<file path="src/rtl/spike_injector_obi.sv">
// OBI-slave spike source: unpacks CPU-written neuron indices into the event FIFO
// one per cycle and pulses spikecore_done_o once a committed batch is fully pushed.

package spike_injector_obi_pkg;
   typedef struct packed {
      logic        req;
      logic        we;
      logic [31:0] addr;
      logic [31:0] wdata;
      logic [3:0]  be;
   } obi_req_t;

   typedef struct packed {
      logic        gnt;
      logic        rvalid;
      logic [31:0] rdata;
   } obi_rsp_t;
endpackage

module spike_injector_obi
   import spike_injector_obi_pkg::*;
#(
   parameter int  M     = 8,
   parameter int  CNT_W = 16,
   parameter type req_t = obi_req_t,
   parameter type rsp_t = obi_rsp_t
) (
   input  logic         CLK,
   input  logic         RST,
   input  req_t         control_slave_req_i,
   output rsp_t         control_slave_resp_o,
   output logic         FIFO_w_en_o,
   output logic [M-1:0] FIFO_w_data_o,
   input  logic         FIFO_full_i,
   output logic         spikecore_done_o,
   output logic [1:0]   dbg_state_o
);

   typedef enum logic [1:0] {
      S_IDLE  = 2'd0,
      S_DRAIN = 2'd1,
      S_DONE  = 2'd2
   } state_t;

   state_t            r_state;
   state_t            w_state_nxt;
   logic [31:0]       r_stage;
   logic [3:0]        r_mask;
   logic              r_commit_pending;
   logic              r_done_flag;
   logic [CNT_W-1:0]  r_cnt;
   logic              r_rvalid;
   logic [31:0]       r_rdata;

   logic [1:0]        w_sel;
   logic              w_gnt;
   logic              w_data_wr;
   logic              w_ctrl_wr;
   logic              w_clear;
   logic              w_commit;
   logic              w_stat_rd;
   logic              w_busy;
   logic [31:0]       w_status;
   logic [1:0]        w_lane;
   logic [3:0]        w_lane_oh;
   logic [3:0]        w_mask_left;
   logic [7:0]        w_lane_byte;
   logic              w_push;
   logic              w_done;
   logic              w_unused;

   // OBI: a request completes on req && gnt; its response is rvalid one cycle later.
   // DATA writes hold off (gnt low) until every staged lane has been pushed.
   assign w_sel     = control_slave_req_i.addr[3:2];
   assign w_gnt     = RST & control_slave_req_i.req &
                      ~(control_slave_req_i.we & (w_sel == 2'd0) & (r_mask != 4'd0));
   assign w_data_wr = w_gnt & control_slave_req_i.we & (w_sel == 2'd0);
   assign w_ctrl_wr = w_gnt & control_slave_req_i.we & (w_sel == 2'd1);
   assign w_clear   = w_ctrl_wr & control_slave_req_i.wdata[1];
   assign w_commit  = w_ctrl_wr & control_slave_req_i.wdata[0] & ~control_slave_req_i.wdata[1];
   assign w_stat_rd = w_gnt & ~control_slave_req_i.we & (w_sel == 2'd2);
   assign w_busy    = (r_state != S_IDLE) | (r_mask != 4'd0);

   always_comb begin
      w_status                = '0;
      w_status[0]             = w_busy;
      w_status[1]             = r_done_flag;
      w_status[CNT_W+15:16]   = r_cnt;
   end

   // Lowest set lane is pushed first; the descending loop lets the lowest bit win.
   always_comb begin
      w_lane = 2'd0;
      for (int k = 3; k >= 0; k--) begin
         if (r_mask[k]) w_lane = 2'(k);
      end
   end

   assign w_lane_oh   = 4'b0001 << w_lane;
   assign w_mask_left = r_mask & ~w_lane_oh;
   assign w_lane_byte = r_stage[{w_lane, 3'b000} +: 8];

   always_ff @(posedge CLK) begin
      if (!RST) r_state <= S_IDLE;
      else      r_state <= w_state_nxt;
   end

   always_comb begin
      w_state_nxt = r_state;
      w_push      = 1'b0;
      w_done      = 1'b0;
      case (r_state)
         S_IDLE: begin
            if (w_data_wr && (control_slave_req_i.be != 4'd0)) w_state_nxt = S_DRAIN;
            else if (w_commit)                                 w_state_nxt = S_DONE;
         end
         S_DRAIN: begin
            w_push = ~FIFO_full_i & ~w_clear;
            if (w_clear) begin
               w_state_nxt = S_IDLE;
            end else if (w_push && (w_mask_left == 4'd0)) begin
               w_state_nxt = (r_commit_pending | w_commit) ? S_DONE : S_IDLE;
            end
         end
         S_DONE: begin
            w_done      = 1'b1;
            w_state_nxt = (w_data_wr && (control_slave_req_i.be != 4'd0)) ? S_DRAIN : S_IDLE;
         end
         default: w_state_nxt = S_IDLE;
      endcase
   end

   always_ff @(posedge CLK) begin
      if (!RST) begin
         r_stage          <= '0;
         r_mask           <= '0;
         r_commit_pending <= 1'b0;
         r_done_flag      <= 1'b0;
         r_cnt            <= '0;
         r_rvalid         <= 1'b0;
         r_rdata          <= '0;
      end else begin
         r_rvalid <= w_gnt;
         r_rdata  <= w_stat_rd ? w_status : 32'd0;
         if (w_push) r_cnt <= r_cnt + CNT_W'(1);

         if (w_clear) begin
            r_mask <= '0;
         end else if (w_data_wr) begin
            r_mask  <= control_slave_req_i.be;
            r_stage <= control_slave_req_i.wdata;
         end else if (w_push) begin
            r_mask <= w_mask_left;
         end

         if (w_clear || (r_state == S_DONE))            r_commit_pending <= 1'b0;
         else if (w_commit && (r_state == S_DRAIN))     r_commit_pending <= 1'b1;

         if (w_clear || w_data_wr)    r_done_flag <= 1'b0;
         else if (r_state == S_DONE)  r_done_flag <= 1'b1;
      end
   end

   always_comb begin
      control_slave_resp_o        = '0;
      control_slave_resp_o.gnt    = w_gnt;
      control_slave_resp_o.rvalid = RST & r_rvalid;
      control_slave_resp_o.rdata  = RST ? r_rdata : 32'd0;
   end

   assign FIFO_w_en_o      = RST & w_push;
   assign FIFO_w_data_o    = (RST && (r_state == S_DRAIN)) ? w_lane_byte[M-1:0] : '0;
   assign spikecore_done_o = RST & w_done;
   assign dbg_state_o      = r_state;

   assign w_unused = ^{control_slave_req_i.addr[31:4], control_slave_req_i.addr[1:0], w_lane_byte};

endmodule
</file>
<file path="config.mk">
export PLATFORM = sky130hd
export DESIGN_NAME = spike_injector_obi
export DESIGN_NICKNAME = d
export VERILOG_FILES = /design/src/rtl/spike_injector_obi.sv
export SDC_FILE = /design/constraint.sdc
export NUM_CORES = 1
export LEC_CHECK = 0
export CAP_MARGIN = 20
export CORE_ASPECT_RATIO = 1.2
export CORE_MARGIN = 1.5
export CORE_UTILIZATION = 41
export DETAILED_ROUTE_END_ITERATION = 16
export PLACE_DENSITY = 0.77
export SYNTH_ARGS = -nofsm -noshare
export SYNTH_HDL_FRONTEND = slang
export SYNTH_SLANG_ARGS = --single-unit
</file>
<file path="constraint.sdc">
create_clock -name CLK -period 2.16 [get_ports CLK]
set_clock_uncertainty 0.15 [all_clocks]
set_input_delay 0.324 -clock CLK [delete_from_list [all_inputs] [get_ports CLK]]
set_output_delay 0.324 -clock CLK [all_outputs]
set_load 0.02 [all_outputs]
</file>
==> metrics, run 1 <==
Worst-Margin Slew 790.0 ps; core region area between 8000 and 9000 µm²; Initial DRT Pass Iterations 5; Post-Syn Area per Cell 8.325 µm²; Req. time, crit path ~2300 ps; HPWL after detailed placement around 5900 µm; worst r2r path cells 9; cell area after placement 4343 µm²; Netlist Area Pre-Place approximately 3400 µm²; drc violations 0; # fillers 660; register area share after synthesis between 40% and 50%; Area Growth Syn to Fin 47.06%; outcome complete, but fails checks; #FFs+latches synth 75; Syn. warnings 0; Period minus WS final ~2200 ps; Synth async-reset ratio 0%; Total Routed Length 8939 µm; routability-driven placement congestion ratio between 0.8 and 0.9; PnR worst setup slack -73.02 ps; R2R setup slack -70 ps; routed vias/inst approximately 5.3; TritonCTS clock tree done; initial antenna violation count 0; placed cells 586; CP Data Arrival Time about 2400 ps; vias in the first global route between 2,000 and 3,000; hold path start RST; worst reg2reg path endpoint r_stage[10]; Clk pin slew, worst setup/hold paths ~90 ps; Skew-Pair Late Insertion Delay about 350 ps; total grt overflow 0; port bufs 74; DRT iter0 DRCs between 100 and 150; PwrDens 560.1 nW/µm²; gr usage total roughly 20%; ANT nets after route 0; final setup fails 40; fin area around 4900 µm²; Gate Count Post-Synth approximately 400; Nets a little under 600; first-pass GRT wire length between 10,000 and 15,000 µm; number of top-level pins between 100 and 150; critical path fanouts, max 7; Die W between 80 and 90 µm; Die Height just over 100 µm; # rows 36; Non-Filler Instances slightly above 600; FMAX approximately 450 MHz; top cell type by total area after synthesis dfxtp_1; Worst setup EP type register; CTS Buf Count 9; Max-Cap Viols 0; Fin. Hold Viols 0; Distinct cells, synth 47; pre-CTS setup slack -315.8 ps; DR vias ~3,200; crit path launch type register; period utilization 103.4%; Post-synth EDFFs 0; Hold Path Sink r_rvalid; final count of pins violating max slew 0; Clock Path Buffers 2; crit path from r_mask[1]; top cell type's share of synthesized area roughly 45%; Initial Util 41.71%; Setup CP Type register to register; slew margin rel. 46.85%; violated checks setup timing; Synth area leaders dfxtp_1, nand2_1, a21oi_1; CTS sink cnt between 70 and 80; pin count of the biggest net entering global routing 46; CTS root buf clkbuf_8; die area approximately 9000 µm²; H-tree depth 3; maximum VDD drop approximately 0.33 mV; ant diodes 0; WL/cell 14.61 µm; RSZ-0062 raised after global routing yes; Worst Hold Class input port to register; Synth Flop Type dfxtp_1; reg2reg start r_mask[1]; share of cells above drive strength 1 ~25%; Hold Path Stages 3; leakage power roughly 1.8 nW
state kept, by name (all words and copies together) (netlist names):
register and flops:
dbg_state_o 2, r_cnt 16, r_commit_pending 1, r_done_flag 1
r_mask 4, r_rdata 18, r_rvalid 1, r_stage 32
synthesized netlist by cell type (2+ instances only):
| cell type | instances |
|---|---|
| nand3b_1 | 2 |
| inv_1 | 3 |
| nand3_1 | 7 |
| a21oi_1 | 57 |
| buf_2 | 5 |
| buf_4 | 15 |
| nor3_1 | 5 |
| dfxtp_1 | 75 |
| and4_1 | 2 |
| xor2_1 | 3 |
| nor2_1 | 11 |
| xnor2_1 | 2 |
| a32oi_1 | 2 |
| or4_1 | 6 |
| nor4_1 | 2 |
| or3_1 | 4 |
| nor2b_1 | 2 |
| o31a_1 | 2 |
| a22oi_1 | 17 |
| clkbuf_1 | 13 |
| o21a_1 | 5 |
| o31ai_1 | 6 |
| and2_1 | 38 |
| nand2_1 | 77 |
| and3_1 | 3 |
| buf_6 | 4 |
| or2_2 | 9 |
| o211ai_1 | 5 |
| o21ai_0 | 4 |
timing repair:
item | in CTS | in global routing
gates cloned | 0 | 3
setup endpoints to repair | 65 | 46
pin swaps | 12 | 17
hold buffers | 0 | 0
resized for setup | 90 | 39
setup buffers | 4 | 3
critical path, stage by stage, from the launching register on:
cell	delay (ps)
dfxtp_4	370
buf_6	130
or4_4	510
buf_6	150
buf_4	140
nor3_4	200
buf_6	160
clkbuf_16	140
nand2_1	60
a21oi_1	150
power by group:
group / switching (W) / internal [W] / leakage, nW
logic: 0.000115 / 0.000122 / 1.05
registers: 0.00000783 / 0.00139 / 0.607
clock network: 0.000582 / 0.000554 / 0.102
worst max-delay path by stage:
stage	end	cells past startpoint
after floorplan	r_cnt[8]	4
after global placement	FIFO_w_data_o[7]	4
after detailed placement	FIFO_w_data_o[6]	4
after CTS	FIFO_w_data_o[3]	7
after global routing	r_stage[12]	9
final	r_stage[10]	9
metal layers:
metal | up-vias | share of wire, % | track usage, %
met1 | 1506 | 39 | 22.71
li1 | 1582 | - | -
met3 | 17 | 6.3 | 5.170
met2 | 138 | 52 | 34.16
met4 | 0 | 2.4 | 8.685
met5 | - | 0 | 0
logic make-up (layout without fill, tap and decap cells):
| logic type | Yosys count | count (layout) | synth area share, % |
|---|---|---|---|
| simple gates | 177 | 177 | 27.46 |
| compound gates | 104 | 104 | 18.79 |
| flops | 75 | 75 | 44.64 |
| buf+inv | 41 | 141 | 7.329 |
| xor+xnor | 5 | 5 | 1.302 |
| fa+ha+maj | 1 | 1 | 0.3720 |
| other cells | 1 | 14 | 0.1115 |
layout by cell type, fill, tap and decap left out, drive strengths merged, types with 2 or more instances in the layout:
cell,netlist,layout
clkdlybuf4s50,0,62
a22oi,17,17
and4,2,2
nor2b,2,2
o31a,2,2
o31ai,6,6
o21a,5,5
nand2,77,77
nand3b,2,2
clkinv,0,2
nor3b,2,2
or2,9,9
or3,4,4
dfxtp,75,75
xor2,3,3
inv,4,7
nor2,11,11
and2,38,38
and3,3,3
nand3,7,7
xnor2,2,2
o21ai,5,5
clkbuf,13,14
buf,24,53
or4,6,6
nor3,7,7
nor4,2,2
conb,1,14
o211ai,5,5
a32oi,2,2
a21oi,57,57
per-stage QoR:
stage | power [W] | setup TNS, ps | hold WS (ps) | utilization (%)
2_1_floorplan | 0.001534 | 0 | 280.6 | -
3_3_place_gp | 0.001637 | -9703 | 288.8 | 53.86
3_5_place_dp | 0.001639 | -11630 | 292.9 | 53.86
4_1_cts | 0.002757 | -402.8 | 304.5 | 58.27
5_1_grt | 0.002876 | -3415 | 225.8 | 61.34
6_report | 0.002770 | -1388 | 230.8 | 61.34
layout make-up:
class	instances	area [µm²]	area share (%)
clock inverters	7	83.83	1.695
repair buffers	121	1210	24.46
multi-input cells	301	1883	38.07
flip-flops and latches	75	1511	30.56
inverters	4	15.01	0.3036
well taps	95	118.9	2.403
clock buffers	9	123.9	2.504
Note: power is estimated with default switching activity, not from simulation.
==> run 2: changes to the inputs <==
CTS_CLUSTER_DIAMETER = 30   (was not set)
==> results of run 2 <==
Same layout as run 1: the final DEF is identical, and so are final timing and power.
